## src/rtl/ram_pdp80x16_pkg.sv

```systemverilog
// rtl/ram_pdp80x16_pkg.sv - shared geometry, power-state encoding and address check for the 80x16 PDP RAM controller
package ram_pdp80x16_pkg;

  localparam int RAM_DEPTH = 80;
  localparam int RAM_AW    = 7;
  localparam int RAM_DW    = 16;
  localparam int SLEEP_W   = 8;

  typedef enum logic [2:0] {
    ST_ACTIVE    = 3'd0,
    ST_SLP_ENTER = 3'd1,
    ST_SLEEP     = 3'd2,
    ST_SLP_EXIT  = 3'd3,
    ST_WAKE      = 3'd4
  } pwr_state_t;

  function automatic logic addr_ok(input logic [RAM_AW-1:0] a);
    return a < RAM_AW'(RAM_DEPTH);
  endfunction

endpackage

```

## src/rtl/ram_pdp80x16_slp_seq.sv

```systemverilog
// rtl/ram_pdp80x16_slp_seq.sv - thermometer SLEEP_EN ramp: shifts a 1 in from bit 0 going up, drops the top bit going down
module ram_pdp80x16_slp_seq
  import ram_pdp80x16_pkg::*;
(
  input  logic               i_clk,
  input  logic               i_rst,
  input  logic               i_up,
  input  logic               i_down,
  output logic [SLEEP_W-1:0] o_level,
  output logic               o_up_done,
  output logic               o_down_done,
  output logic               o_empty
);

  logic [SLEEP_W-1:0] r_level;

  always_ff @(posedge i_clk) begin
    if (i_rst)       r_level <= '0;
    else if (i_up)   r_level <= {r_level[SLEEP_W-2:0], 1'b1};
    else if (i_down) r_level <= {1'b0, r_level[SLEEP_W-1:1]};
  end

  // The level is always a contiguous run of ones from bit 0, so single bits tell the fill.
  assign o_level     = r_level;
  assign o_up_done   = r_level[SLEEP_W-2];
  assign o_down_done = ~r_level[1];
  assign o_empty     = ~r_level[0];

endmodule

```

## src/rtl/ram_pdp80x16_ctrl.sv

```systemverilog
// rtl/ram_pdp80x16_ctrl.sv - access and power-sequencing controller for RAMPDP_80X16_GL_M2_D2
// Optional same-cycle write-to-read bypass: define RAMPDP80X16_CTRL_BYPASS_EN.
module ram_pdp80x16_ctrl
  import ram_pdp80x16_pkg::*;
#(
  parameter int         IDLE_CYCLES = 16,
  parameter int         WAKE_CYCLES = 2,
  parameter logic [7:0] SVOP_VAL    = 8'h00
) (
  input  logic               CLK,
  input  logic               RST,
  input  logic               wr_req,
  input  logic [RAM_AW-1:0]  wr_addr,
  input  logic [RAM_DW-1:0]  wr_data,
  output logic               wr_ack,
  input  logic               rd_req,
  input  logic [RAM_AW-1:0]  rd_addr,
  output logic               rd_ack,
  output logic               rd_dvld,
  output logic [RAM_DW-1:0]  rd_data,
  output logic               err_oob,
  input  logic               sleep_req,
  output logic [2:0]         pwr_state,
  output logic               ram_we,
  output logic               ram_re,
  output logic [RAM_AW-1:0]  ram_wadr,
  output logic [RAM_AW-1:0]  ram_radr,
  output logic [RAM_DW-1:0]  ram_wd,
  input  logic [RAM_DW-1:0]  ram_rd,
  output logic [SLEEP_W-1:0] ram_sleep_en,
  output logic               ram_ret_en,
  output logic               ram_iddq,
  output logic [7:0]         ram_svop
);

  localparam int IW = (IDLE_CYCLES > 0) ? $clog2(IDLE_CYCLES + 1) : 1;
  localparam int WW = (WAKE_CYCLES > 1) ? $clog2(WAKE_CYCLES) : 1;

  pwr_state_t         r_state;
  pwr_state_t         w_next;
  logic [IW-1:0]      r_idle_cnt;
  logic [WW-1:0]      r_wake_cnt;
  logic               w_any_req;
  logic               w_active;
  logic               w_wr_ok;
  logic               w_rd_ok;
  logic               w_wr_fire;
  logic               w_rd_fire;
  logic               w_idle_hit;
  logic               w_up;
  logic               w_down;
  logic               w_up_done;
  logic               w_down_done;
  logic               w_empty;
  logic [SLEEP_W-1:0] w_level;
  logic               r_rd_p1;
  logic               r_dvld;
  logic               r_err;
  logic [RAM_DW-1:0]  r_rd_data;
  logic [RAM_DW-1:0]  w_ret_data;

  assign w_any_req  = wr_req | rd_req;
  assign w_active   = (r_state == ST_ACTIVE) & ~RST;
  assign w_wr_ok    = addr_ok(wr_addr);
  assign w_rd_ok    = addr_ok(rd_addr);
  assign wr_ack     = w_active & wr_req;
  assign rd_ack     = w_active & rd_req;
  assign w_wr_fire  = wr_ack & w_wr_ok;
  assign w_rd_fire  = rd_ack & w_rd_ok;
  assign w_idle_hit = (IDLE_CYCLES != 0) && (r_idle_cnt == IW'(IDLE_CYCLES));

  ram_pdp80x16_slp_seq u_slp_seq (
    .i_clk       (CLK),
    .i_rst       (RST),
    .i_up        (w_up),
    .i_down      (w_down),
    .o_level     (w_level),
    .o_up_done   (w_up_done),
    .o_down_done (w_down_done),
    .o_empty     (w_empty)
  );

  always_comb begin
    w_next = r_state;
    w_up   = 1'b0;
    w_down = 1'b0;
    case (r_state)
      ST_ACTIVE: begin
        if (!w_any_req && (w_idle_hit || sleep_req)) w_next = ST_SLP_ENTER;
      end
      ST_SLP_ENTER: begin
        // An abort with nothing ramped yet skips straight to the settle phase.
        if (w_any_req) begin
          w_next = w_empty ? ST_WAKE : ST_SLP_EXIT;
        end else begin
          w_up = 1'b1;
          if (w_up_done) w_next = ST_SLEEP;
        end
      end
      ST_SLEEP: begin
        if (w_any_req) w_next = ST_SLP_EXIT;
      end
      ST_SLP_EXIT: begin
        w_down = 1'b1;
        if (w_down_done) w_next = ST_WAKE;
      end
      ST_WAKE: begin
        if (r_wake_cnt == WW'(WAKE_CYCLES - 1)) w_next = ST_ACTIVE;
      end
      default: w_next = ST_ACTIVE;
    endcase
  end

  always_ff @(posedge CLK) begin
    if (RST) begin
      r_state    <= ST_ACTIVE;
      r_idle_cnt <= '0;
      r_wake_cnt <= '0;
    end else begin
      r_state <= w_next;
      if (r_state != ST_ACTIVE || w_any_req)     r_idle_cnt <= '0;
      else if (r_idle_cnt != IW'(IDLE_CYCLES))   r_idle_cnt <= r_idle_cnt + 1'b1;
      if (r_state == ST_WAKE) r_wake_cnt <= r_wake_cnt + 1'b1;
      else                    r_wake_cnt <= '0;
    end
  end

`ifdef RAMPDP80X16_CTRL_BYPASS_EN
  logic              r_byp_hit;
  logic [RAM_DW-1:0] r_byp_data;

  always_ff @(posedge CLK) begin
    if (RST) begin
      r_byp_hit  <= 1'b0;
      r_byp_data <= '0;
    end else begin
      r_byp_hit <= w_rd_fire & w_wr_fire & (rd_addr == wr_addr);
      if (w_wr_fire) r_byp_data <= wr_data;
    end
  end

  assign w_ret_data = r_byp_hit ? r_byp_data : ram_rd;
`else
  assign w_ret_data = ram_rd;
`endif

  // Macro drives ram_rd the cycle after RE; capture it then, present it one cycle later.
  always_ff @(posedge CLK) begin
    if (RST) begin
      r_rd_p1   <= 1'b0;
      r_dvld    <= 1'b0;
      r_err     <= 1'b0;
      r_rd_data <= '0;
    end else begin
      r_rd_p1 <= w_rd_fire;
      r_dvld  <= r_rd_p1;
      r_err   <= (wr_ack & ~w_wr_ok) | (rd_ack & ~w_rd_ok);
      if (r_rd_p1) r_rd_data <= w_ret_data;
    end
  end

  assign rd_dvld      = r_dvld;
  assign rd_data      = r_rd_data;
  assign err_oob      = r_err;
  assign pwr_state    = r_state;
  assign ram_we       = w_wr_fire;
  assign ram_re       = w_rd_fire;
  assign ram_wadr     = wr_addr;
  assign ram_radr     = rd_addr;
  assign ram_wd       = wr_data;
  assign ram_sleep_en = w_level;
  assign ram_ret_en   = (r_state == ST_SLEEP);
  assign ram_iddq     = 1'b0;
  assign ram_svop     = SVOP_VAL;

endmodule

```

## config.mk

```make
export PLATFORM = sky130hd
export DESIGN_NAME = ram_pdp80x16_ctrl
export DESIGN_NICKNAME = d
export VERILOG_FILES = /design/src/rtl/ram_pdp80x16_pkg.sv /design/src/rtl/ram_pdp80x16_slp_seq.sv /design/src/rtl/ram_pdp80x16_ctrl.sv
export SDC_FILE = /design/constraint.sdc
export NUM_CORES = 1
export LEC_CHECK = 0
export CELL_PAD_IN_SITES_DETAIL_PLACEMENT = 0
export CELL_PAD_IN_SITES_GLOBAL_PLACEMENT = 2
export CORE_MARGIN = 1
export CORE_UTILIZATION = 18
export CTS_BUF_LIST = sky130_fd_sc_hd__clkbuf_4
export DETAILED_ROUTE_END_ITERATION = 6
export PLACE_DENSITY = 0.77
export SLEW_MARGIN = 20
export SYNTH_ARGS = -nofsm -noshare
export SYNTH_HDL_FRONTEND = slang
export SYNTH_SLANG_ARGS = --single-unit
export TNS_END_PERCENT = 30
```

## constraint.sdc

```tcl
create_clock -name CLK -period 1.65 [get_ports CLK]
set_clock_uncertainty 0.2 [all_clocks]
set_input_delay 0.2475 -clock CLK [delete_from_list [all_inputs] [get_ports CLK]]
set_output_delay 0.2475 -clock CLK [all_outputs]
set_load 0.1 [all_outputs]
```

==> reports/summary.txt <==
status -> finished with violations
failing checks -> setup timing
share of cells above drive strength 1 -> 38.5%
Arr. time, crit path -> 1.53 ns
Final WS setup -> -0.326 ns
synth warn -> 0
routed via count -> 1547
Hold Vio Cnt, Final -> 0
Tot Pwr -> 2.22 mW
FILL cells -> 1013
Util after Layout -> 31.3%
H-tree levels -> 2
Vias/cell -> 3.92
endpoints failing setup -> 9
Post-synth EDFFs -> 0
IO Port Bufs -> 66
R2R Path End -> pwr_state[2]
vias in the first global route -> 1489
DR WL met2 -> 2420 um
post-DP HPWL -> 3420 um
CTS Buf Count -> 5
sequential share of power -> 41.8%
CP Max Fanout -> 5
Net Sw Power -> 0.846 mW
RSZ-0062 raised after global routing -> yes
Clock power frac -> 21.9%
final wirelength -> 4590 um
drt initial violations -> 40
worst skew pair latency -> 0.34 ns
Distinct cells, synth -> 39
Placer Congestion -> 0.760
commonest non-fill, non-tap cell in the layout -> buf_12
Hold Path Class -> primary input to output pin
WL met1 -> 1870 um
worst hold endpoint -> ram_wadr[0]
main area contributors after synthesis -> dfxtp_1, buf_4, mux2i_1, nor2_1, a22oi_1
commonest cells after routing, fill and taps aside -> buf_12, dfxtp_1, buf_4
Worst setup EP type -> output pin
root buffer cell -> clkbuf_4
post-route antenna net violation count -> 0
Sink Count -> 36
critical path class -> flop to output pin
#FFs+latches synth -> 36
GRT Residual Overflow -> 0
Gate power share -> 36.3%
Static Leak -> 1.20 nW
GRT Overall Usage -> 8.63%
RR Startpoint -> pwr_state[1]
die area -> 10700 um^2
Max IR drop VDD -> 228 uV
Cells after Synth -> 201
clock slew at reported path FFs -> 0.13 ns
Die W -> 104 um
initial antenna violation count -> 0
TritonCTS clock tree -> yes
CTS Hold Bufs -> 0
Hold Path Cell Cnt -> 0
reg2reg setup slack -> -0.09 ns
Worst EP required -> 1.20 ns
Synth Flop Type -> dfxtp_1
Clock Path Buffers -> 2
top cell type's share of synthesized area -> 38.8%
hold path start -> wr_addr[0]
drt wl/cell -> 11.6 um
global-route wire length before repair -> 7350 um
cell area power density -> 715 nW/um^2
Area Growth Syn to Fin -> 67.0%
# DRC -> 0
FFs w/ async S/R, synth -> 0%
highest attainable clock frequency -> 0.506 GHz
Die H -> 104 um
Syn Area/Cell -> 9.25 um^2
Int Power -> 1.37 mW
Initial Utilization -> 18.8%
I/O Pins -> 124
Pre-Repair DR Iteration Count -> 4
min cycle time layout -> 1.98 ns
setup TNS -> -1.61 ns
sw frac -> 38.1%
Post-Syn Area -> 1860 um^2
row count -> 36
fin. max-slew vios -> 0
worst setup path startpoint -> pwr_state[1]
period utilization -> 120%
FF-to-FF path depth -> 6
sequential element share of the synthesized area -> 38.8%
Max Cap Viol -> 0
ANT cells -> 0
Setup crit start kind -> flop
largest net degree at the start of global routing -> 30
wire length on met3 -> 258 um
top sig layer -> met4
Synth area leader -> dfxtp_1
core box area -> 9910 um^2
Layout Nets -> 314
## flip-flops by register name, indices dropped and copies added (netlist names)
register	count
rd_data	16
u_slp_seq.o_level	8
r_idle_cnt	5
pwr_state	3
err_oob	1
r_rd_p1	1
r_wake_cnt	1
rd_dvld	1
## critical path, stage by stage (launching register included)
cell and delay [ns]:
dfxtp_4 0.38, nor4_4 0.37, and3_4 0.26, buf_12 0.17
## power groups by stage
stage / sequential, mW / clock (mW) / combinational (mW)
after floorplan: 1.11 / 0 / 0.627
after global placement: 0.946 / 0 / 0.788
after detailed placement: 0.946 / 0 / 0.795
after CTS: 0.928 / 0.533 / 0.806
after global routing: 0.931 / 0.567 / 0.835
final: 0.928 / 0.485 / 0.805
## per-stage QoR
step	setup slack [ns]	hold slack, ns	std cells	cell area, um^2
final	-0.326	0.295	395	3100
after global routing	-0.416	0.274	395	3100
after CTS	-0.359	0.282	394	3080
after detailed placement	-0.398	0.296	384	2980
after global placement	-0.390	0.296	384	2980
after floorplan	-0.693	0.193	209	1920
## layer usage
metal | vias up | track usage [%]
met3 | 2 | 2.58
met5 | - | 0
met2 | 66 | 16.1
met4 | 0 | 3.73
li1 | 755 | -
met1 | 724 | 8.89
## Yosys cell counts, types with 2 or more instances
cell type / instances
buf_4: 40
dfxtp_1: 36
nor2_1: 23
mux2i_1: 19
nand2_1: 12
a21oi_1: 8
a22oi_1: 6
and3_1: 5
buf_2: 5
inv_1: 5
nand3_1: 4
o21ai_0: 4
clkbuf_1: 3
ha_1: 2
nor3b_1: 2
o22ai_1: 2
xnor2_1: 2
xor2_1: 2
## how the worst max path moves through the flow
stage          cells after the start  slack (ns)            to
6_report                           3       -0.33        ram_we
5_1_grt                            4       -0.42        rd_ack
4_1_cts                            3       -0.36        ram_we
3_5_place_dp                       4       -0.40        ram_re
3_3_place_gp                       4       -0.39        ram_re
2_1_floorplan                      5       -0.69  pwr_state[2]
## kinds of logic (layout without fill, tap and decap cells)
group,after synthesis,after routing,synth area share [%]
buf+inv,55,108,20.5
mux,19,19,10.2
xor+xnor,4,4,1.88
flops,36,36,38.8
simple gates,55,55,15.9
fa+ha+maj,2,2,1.35
other cells,1,9,0.202
compound gates,29,29,11.2
## layout make-up
class                   count  area (um^2)  share of cell area, %
flip-flops and latches     36          736                   23.7
clock inverters             2         11.3                  0.363
multi-input cells         118          841                   27.1
clock buffers               6         45.0                   1.45
repair buffers             95         1290                   41.4
inverters                   5         18.8                  0.605
well taps                 133          166                   5.36
## timing repair
action	CTS	global route
gates cloned	0	0
resized for setup	9	8
buffers inserted	2	1
endpoints found under the setup margin	9	19
pin swaps	6	7
Power figures use the tool's default switching activity.
